[src/rtl/regfile_wr_arbiter.sv]
`default_nettype none
// ============================================================================
//  Module   : regfile_wr_arbiter
//  Purpose  : Shares the single regfile write port between in-order writeback
//             (WB) and a multi-cycle unit (MC). WB always wins the port; MC is
//             granted when WB is idle. A pending-destination scoreboard tracks
//             outstanding MC results so decode can stall on RAW/WAW hazards.
//             A starvation guard raises wb_hold after STARVE_MAX consecutive
//             MC losses so upstream freezes WB and MC can drain.
//  Ports    : clk, rst                      - clock / async active-high reset
//             wb_we, wb_waddr, wb_wdata     - WB write request
//             mc_issue, mc_issue_addr       - MC op accepted, marks dest pending
//             mc_valid, mc_waddr, mc_wdata  - MC result (held until mc_ready)
//             mc_ready                      - MC result written this cycle
//             rf_we, rf_waddr, rf_wdata     - regfile write port
//             chk_re1/2, chk_raddr1/2       - decode source operands
//             chk_dst_we, chk_dst           - decode destination
//             stall                         - decode hazard vs pending MC dest
//             wb_hold                       - registered WB freeze request
//             pend_cnt                      - number of pending registers
//             err                           - sticky protocol error
//  Revision : 1.0 - initial release
// ============================================================================
module regfile_wr_arbiter #(
    parameter int DATA_W     = 32,
    parameter int ADDR_W     = 5,
    parameter int STARVE_MAX = 4
) (
    input  logic              clk,
    input  logic              rst,
    input  logic              wb_we,
    input  logic [ADDR_W-1:0] wb_waddr,
    input  logic [DATA_W-1:0] wb_wdata,
    input  logic              mc_issue,
    input  logic [ADDR_W-1:0] mc_issue_addr,
    input  logic              mc_valid,
    input  logic [ADDR_W-1:0] mc_waddr,
    input  logic [DATA_W-1:0] mc_wdata,
    output logic              mc_ready,
    output logic              rf_we,
    output logic [ADDR_W-1:0] rf_waddr,
    output logic [DATA_W-1:0] rf_wdata,
    input  logic              chk_re1,
    input  logic [ADDR_W-1:0] chk_raddr1,
    input  logic              chk_re2,
    input  logic [ADDR_W-1:0] chk_raddr2,
    input  logic              chk_dst_we,
    input  logic [ADDR_W-1:0] chk_dst,
    output logic              stall,
    output logic              wb_hold,
    output logic [ADDR_W:0]   pend_cnt,
    output logic              err
);

    localparam int c_NREG  = 1 << ADDR_W;
    localparam int c_CNT_W = $clog2(STARVE_MAX + 1);
    localparam logic [c_CNT_W-1:0] c_STARVE = c_CNT_W'(STARVE_MAX);
    localparam logic [c_CNT_W-1:0] c_ONE    = c_CNT_W'(1);

    localparam logic [1:0] c_ST_IDLE    = 2'd0;
    localparam logic [1:0] c_ST_CONTEND = 2'd1;
    localparam logic [1:0] c_ST_FORCE   = 2'd2;

    logic [1:0]        r_state;
    logic [1:0]        w_state_next;
    logic [c_CNT_W-1:0] r_cnt;
    logic [c_CNT_W-1:0] w_cnt_next;
    logic [c_CNT_W-1:0] w_cnt_inc;
    logic [c_NREG-1:0] r_pending;
    logic [c_NREG-1:0] w_pend_next;
    logic [ADDR_W:0]   r_pend_cnt;
    logic [ADDR_W:0]   w_pop;
    logic              r_wb_hold;
    logic              r_err;

    logic w_hs;
    logic w_hs_clr;
    logic w_issue_set;
    logic w_err_issue;
    logic w_err_hs;
    logic w_err_fsm;

    // ------------------------------------------------------------------------
    // Write-port mux: WB has absolute priority and is never back-pressured.
    // An MC result to r0 still completes its handshake but writes nothing.
    // ------------------------------------------------------------------------
    always_comb begin
        mc_ready = 1'b0;
        rf_we    = 1'b0;
        rf_waddr = '0;
        rf_wdata = '0;
        if (wb_we) begin
            rf_we    = 1'b1;
            rf_waddr = wb_waddr;
            rf_wdata = wb_wdata;
        end else if (mc_valid) begin
            mc_ready = 1'b1;
            rf_we    = (mc_waddr != '0);
            rf_waddr = mc_waddr;
            rf_wdata = mc_wdata;
        end
    end

    assign w_hs        = mc_valid & ~wb_we;
    assign w_hs_clr    = w_hs & (mc_waddr != '0);
    assign w_issue_set = mc_issue & (mc_issue_addr != '0);

    // ------------------------------------------------------------------------
    // Scoreboard next state. The set is applied after the clear so a new issue
    // to the register being retired this cycle leaves it pending.
    // ------------------------------------------------------------------------
    always_comb begin
        w_pend_next = r_pending;
        if (w_hs_clr) begin
            w_pend_next[mc_waddr] = 1'b0;
        end
        if (w_issue_set) begin
            w_pend_next[mc_issue_addr] = 1'b1;
        end
        w_pend_next[0] = 1'b0;
    end

    always_comb begin
        w_pop = '0;
        for (int i = 0; i < c_NREG; i++) begin
            w_pop = w_pop + {{ADDR_W{1'b0}}, w_pend_next[i]};
        end
    end

    // r0 is never marked pending, so no explicit r0 masking is needed here.
    assign stall = (chk_re1    & r_pending[chk_raddr1])
                 | (chk_re2    & r_pending[chk_raddr2])
                 | (chk_dst_we & r_pending[chk_dst]);

    // Re-issuing a destination is legal only when its previous result is
    // retiring in the same cycle.
    assign w_err_issue = w_issue_set & r_pending[mc_issue_addr]
                       & ~(w_hs_clr & (mc_waddr == mc_issue_addr));
    assign w_err_hs    = w_hs_clr & ~r_pending[mc_waddr];

    // ------------------------------------------------------------------------
    // Starvation FSM: counts consecutive cycles MC loses the port to WB.
    // ------------------------------------------------------------------------
    assign w_cnt_inc = r_cnt + c_ONE;

    always_comb begin
        w_state_next = r_state;
        w_cnt_next   = r_cnt;
        w_err_fsm    = 1'b0;
        case (r_state)
            c_ST_IDLE: begin
                if (mc_valid && wb_we) begin
                    w_cnt_next   = c_ONE;
                    w_state_next = (c_ONE == c_STARVE) ? c_ST_FORCE : c_ST_CONTEND;
                end
            end
            c_ST_CONTEND: begin
                if (!mc_valid) begin
                    w_state_next = c_ST_IDLE;
                    w_cnt_next   = '0;
                    w_err_fsm    = 1'b1;
                end else if (!wb_we) begin
                    w_state_next = c_ST_IDLE;
                    w_cnt_next   = '0;
                end else begin
                    w_cnt_next = w_cnt_inc;
                    if (w_cnt_inc == c_STARVE) begin
                        w_state_next = c_ST_FORCE;
                    end
                end
            end
            c_ST_FORCE: begin
                // WB should be frozen here; if it still writes it wins anyway.
                if (wb_we) begin
                    w_err_fsm = 1'b1;
                end
                if (!mc_valid) begin
                    w_state_next = c_ST_IDLE;
                    w_cnt_next   = '0;
                    w_err_fsm    = 1'b1;
                end else if (!wb_we) begin
                    w_state_next = c_ST_IDLE;
                    w_cnt_next   = '0;
                end
            end
            default: begin
                w_state_next = c_ST_IDLE;
                w_cnt_next   = '0;
            end
        endcase
    end

    always_ff @(posedge clk or posedge rst) begin
        if (rst) begin
            r_state    <= c_ST_IDLE;
            r_cnt      <= '0;
            r_pending  <= '0;
            r_pend_cnt <= '0;
            r_wb_hold  <= 1'b0;
            r_err      <= 1'b0;
        end else begin
            r_state    <= w_state_next;
            r_cnt      <= w_cnt_next;
            r_pending  <= w_pend_next;
            r_pend_cnt <= w_pop;
            r_wb_hold  <= (w_state_next == c_ST_FORCE);
            r_err      <= r_err | w_err_issue | w_err_hs | w_err_fsm;
        end
    end

    assign pend_cnt = r_pend_cnt;
    assign wb_hold  = r_wb_hold;
    assign err      = r_err;

endmodule
`default_nettype wire

[config.mk]
export PLATFORM = sky130hd
export DESIGN_NAME = regfile_wr_arbiter
export DESIGN_NICKNAME = d
export VERILOG_FILES = /design/src/rtl/regfile_wr_arbiter.sv
export SDC_FILE = /design/constraint.sdc
export NUM_CORES = 1
export LEC_CHECK = 0
export CAP_MARGIN = 20
export CORE_MARGIN = 2
export CORE_UTILIZATION = 48
export CTS_CLUSTER_SIZE = 14
export DETAILED_ROUTE_END_ITERATION = 8
export GPL_TIMING_DRIVEN = 0
export HOLD_SLACK_MARGIN = 0.1
export PLACE_DENSITY = 0.86
export SLEW_MARGIN = 20
export SYNTH_ARGS = -nofsm -noshare
export SYNTH_HDL_FRONTEND = slang
export SYNTH_SLANG_ARGS = --single-unit
[constraint.sdc]
create_clock -name clk -period 5.2 [get_ports clk]
set_input_delay 0.52 -clock clk [delete_from_list [all_inputs] [get_ports clk]]
set_output_delay 0.52 -clock clk [all_outputs]
set_load 0.01 [all_outputs]
==> impl_metrics.yaml <==
grt:
  antenna_found_initial: 1
  grt_pass1_wl_mm: 28.7
  grt-ovfl-total: 0
  track_usage_pct: 36.8
  first_global_vias: 5305
  grt_max_degree: 31
finish:
  final_core_util_pct: 75.6
  drive_above_1_share_pct: 25.4
  fillers: 588
  antenna_cells: 0
  syn_to_final_growth_pct: 51.8
  final_cell_mix: "clkdlybuf4s50_1 (128), buf_4 (55), dfrtp_1 (44), inv_1 (35), a22o_1 (34)"
  final_common_cell: "clkdlybuf4s50_1"
  fin_cells: 810
  nets: 818
clock_network:
  cts_sinks: 44
  clockBufferDepth: 2
  clkLatencyLatePin_ns: 0.32
  clock-root-buffer: "clkbuf_8"
  cts_tree: "built"
  h-tree-depth: 2
  numCtsBuffers: 5
  clk_pin_slew_worst_paths_ns: 0.09
worst_setup_path:
  rr_startpoint: "r_pending[2]"
  critPathMaxFanout: 10
  slowest_delay_ns: 0.54
  critical-path-slowest-cell: "fa_1"
  path_class: "input port to register"
  cp-end-kind: "register"
  worst-path-buf-inv: 6
  path_cells: "clkbuf_4 > nand2b_4 > buf_4 > inv_4 > nand2_1 > o21ai_1 > o21a_1 > fa_1 > fa_1 > fa_1 > inv_2 > fa_2 > fa_1 > fa_1 > fa_2 > inv_2 > fa_2 > inv_2 > a21o_1 > a21oi_2 > xnor2_1"
  arrival_ns: 5.91
  crit_required_ns: 5.44
  crit_start: "mc_valid"
  cpMostUsedCell: "fa_1"
  critPathLaunchType: "input port"
  worst_path_dominant_cell_family: "adder cells"
timing:
  finalClockSkew_ns: 0.0139
  final-hold-violation-count: 0
  timing.final.crit_period_ns: 5.67
  fmax_mhz: 176
  relSlewSlack_pct: 55.6
  tightest_slew_ns: 0.664
  finalSetupViolations: 5
  final_max_slew_viol_count: 0
  fin_ws_ns: -0.474
  rsz0062_at_grt: "true"
  period_share_pct: 109
power_and_ir_drop:
  vdd_drop_max_mv: 2.37
  power_density_nw_per_um2: 802
  power.leakage_nw: 2.95
floorplan:
  fp.dieW_microns: 102
  io_pins: 150
  fp-row-count: 35
  initial_core_util_pct: 49.8
  fp.dieH_microns: 102
  core-area_sq_um: 9330
  dieArea_sq_um: 10500
logic_synthesis:
  synth_top_area_share_pct: 23.7
  synth_nets: 622
  synth-edff-count: 0
  netlist_area_sq_um: 4640
  synth_seq_cells: 44
  async_reset_ff_share_pct: 100
  netlist_top_cells_area: "dfrtp_1 (24%), mux4_2 (13%), fa_1 (9.9%), a22o_1 (6.4%), o21ai_1 (4.4%)"
  yosysUniqueCellTypes: 54
  yosysTopAreaCell: "dfrtp_1"
  yosysWarnings: 0
  ys_seq_area_share_pct: 23.7
  syn_avg_cell_area_sq_um: 9.60
  syn-instance-count: 484
  synth_ff_type: "dfrtp_1"
placement:
  place_congestion: 0.985
  io_buffer_count: 134
  place_inst: 748
  hpwlAfterDp_mm: 13.4
worst_hold_path:
  min_path_type: "input port to asynchronous set/reset pin"
drt:
  wl_per_cell_microns: 25.3
  vias: 5443
  dr.pass1.iters: 9
  drt_wl_total_mm: 20.5
  via_per_inst: 6.72
  drcViolationCount: 0
  ant_nets: 0
  drt_iter0_drc: 792
flow_run:
  cap_violations: 0
run_status:
  outcome: "finished, violations left"
  violations: "setup timing"
==> final cells by class <==
| class | count | area, sq um | share of cell area, % |
|---|---|---|---|
| timing repair buffer | 189 | 1750 | 24.9 |
| clock inverter | 2 | 35.0 | 0.497 |
| tap | 129 | 161 | 2.29 |
| clock buffer | 6 | 72.6 | 1.03 |
| inverter | 45 | 171 | 2.43 |
| multi-input combinational | 362 | 3460 | 49.0 |
| sequential | 44 | 1100 | 15.6 |
| buffer | 33 | 299 | 4.24 |
==> cell usage after synthesis (all sizes together) (3+ instances only) <==
library cell   n
o21ai         58
fa            23
ha            13
a31oi          3
a22o          34
a21o           5
o21a           6
inv           45
mux4          31
mux2           7
nor2          13
nor2b         12
xnor2          5
a22oi          4
nand3         12
nand2b         8
a21oi         10
xor2           4
clkbuf        26
or2            5
buf            7
nor4           3
a21boi         5
dfrtp         44
nand3b         3
mux2i         16
nor3b          6
nand4          6
nor3           8
o22ai          4
nand2         36
==> path summary, 6_finish.rpt <==
check                           slack [ns]  cells past startpoint           to
worst max-delay path                 -0.47                     21  pend_cnt[4]
worst min-delay path                  0.49                      2  pend_cnt[1]
worst max register to register           0                     16  pend_cnt[4]
worst min register to register        0.59                      2     r_cnt[1]
max in group asynchronous             4.23                      3   r_state[1]
min in group clk                      0.59                      2     r_cnt[1]
==> power breakdown <==
group,total [mW],internal [mW],switching (mW),leakage (nW)
clock,0.276,0.143,0.133,0.0552
sequential,0.675,0.516,0.159,0.532
combinational,4.70,2.44,2.26,2.36
==> cells by family (layout without fill, tap and decap cells) <==
group	count (synthesis)	count (layout)	share of synthesized area, %
and+or+nand+nor	121	121	13.7
buffers and inverters	78	275	6.68
AOI/OAI and AO/OA	142	142	20.3
xor gates and xnor gates	9	9	1.70
muxes	54	54	20.5
DFF	44	44	23.7
adders and majority gates	36	36	13.4
==> stage by stage <==
step                      setup TNS [ns]  total power, mW  cell area [sq um]  hold WS, ns  worst slack [ns]
final                              -1.96             5.65               7050        0.488            -0.474
after floorplan                   -0.977             3.60               4730        0.528            -0.368
after global placement             -6.52             4.22               6240        0.558             -1.33
after CTS                          -1.47             5.25               6860        0.498            -0.393
after detailed placement           -7.20             4.65               6260        0.571             -1.47
after global routing               -2.50             6.15               7050        0.525            -0.631
==> registers in the layout, indices dropped and copies added (netlist names) <==
name and cells:
err 1, pend_cnt 6, r_cnt 3, r_pending 31, r_state 2, wb_hold 1
==> timing repair <==
item | in CTS | in global routing
setup endpoints to repair | 6 | 6
pin swaps | 23 | 21
hold buffers | 0 | 0
setup buffers | 43 | 11
resized for setup | 72 | 48
==> routing by layer <==
layer	vias to the layer above	track usage, %	routed length (microns)
met5	-	0	0
met4	0	20.9	1620
met3	190	10.1	2550
met2	557	57.7	9540
met1	2519	45.9	6800
li1	2177	-	-
(Power assumes the default switching activity.)
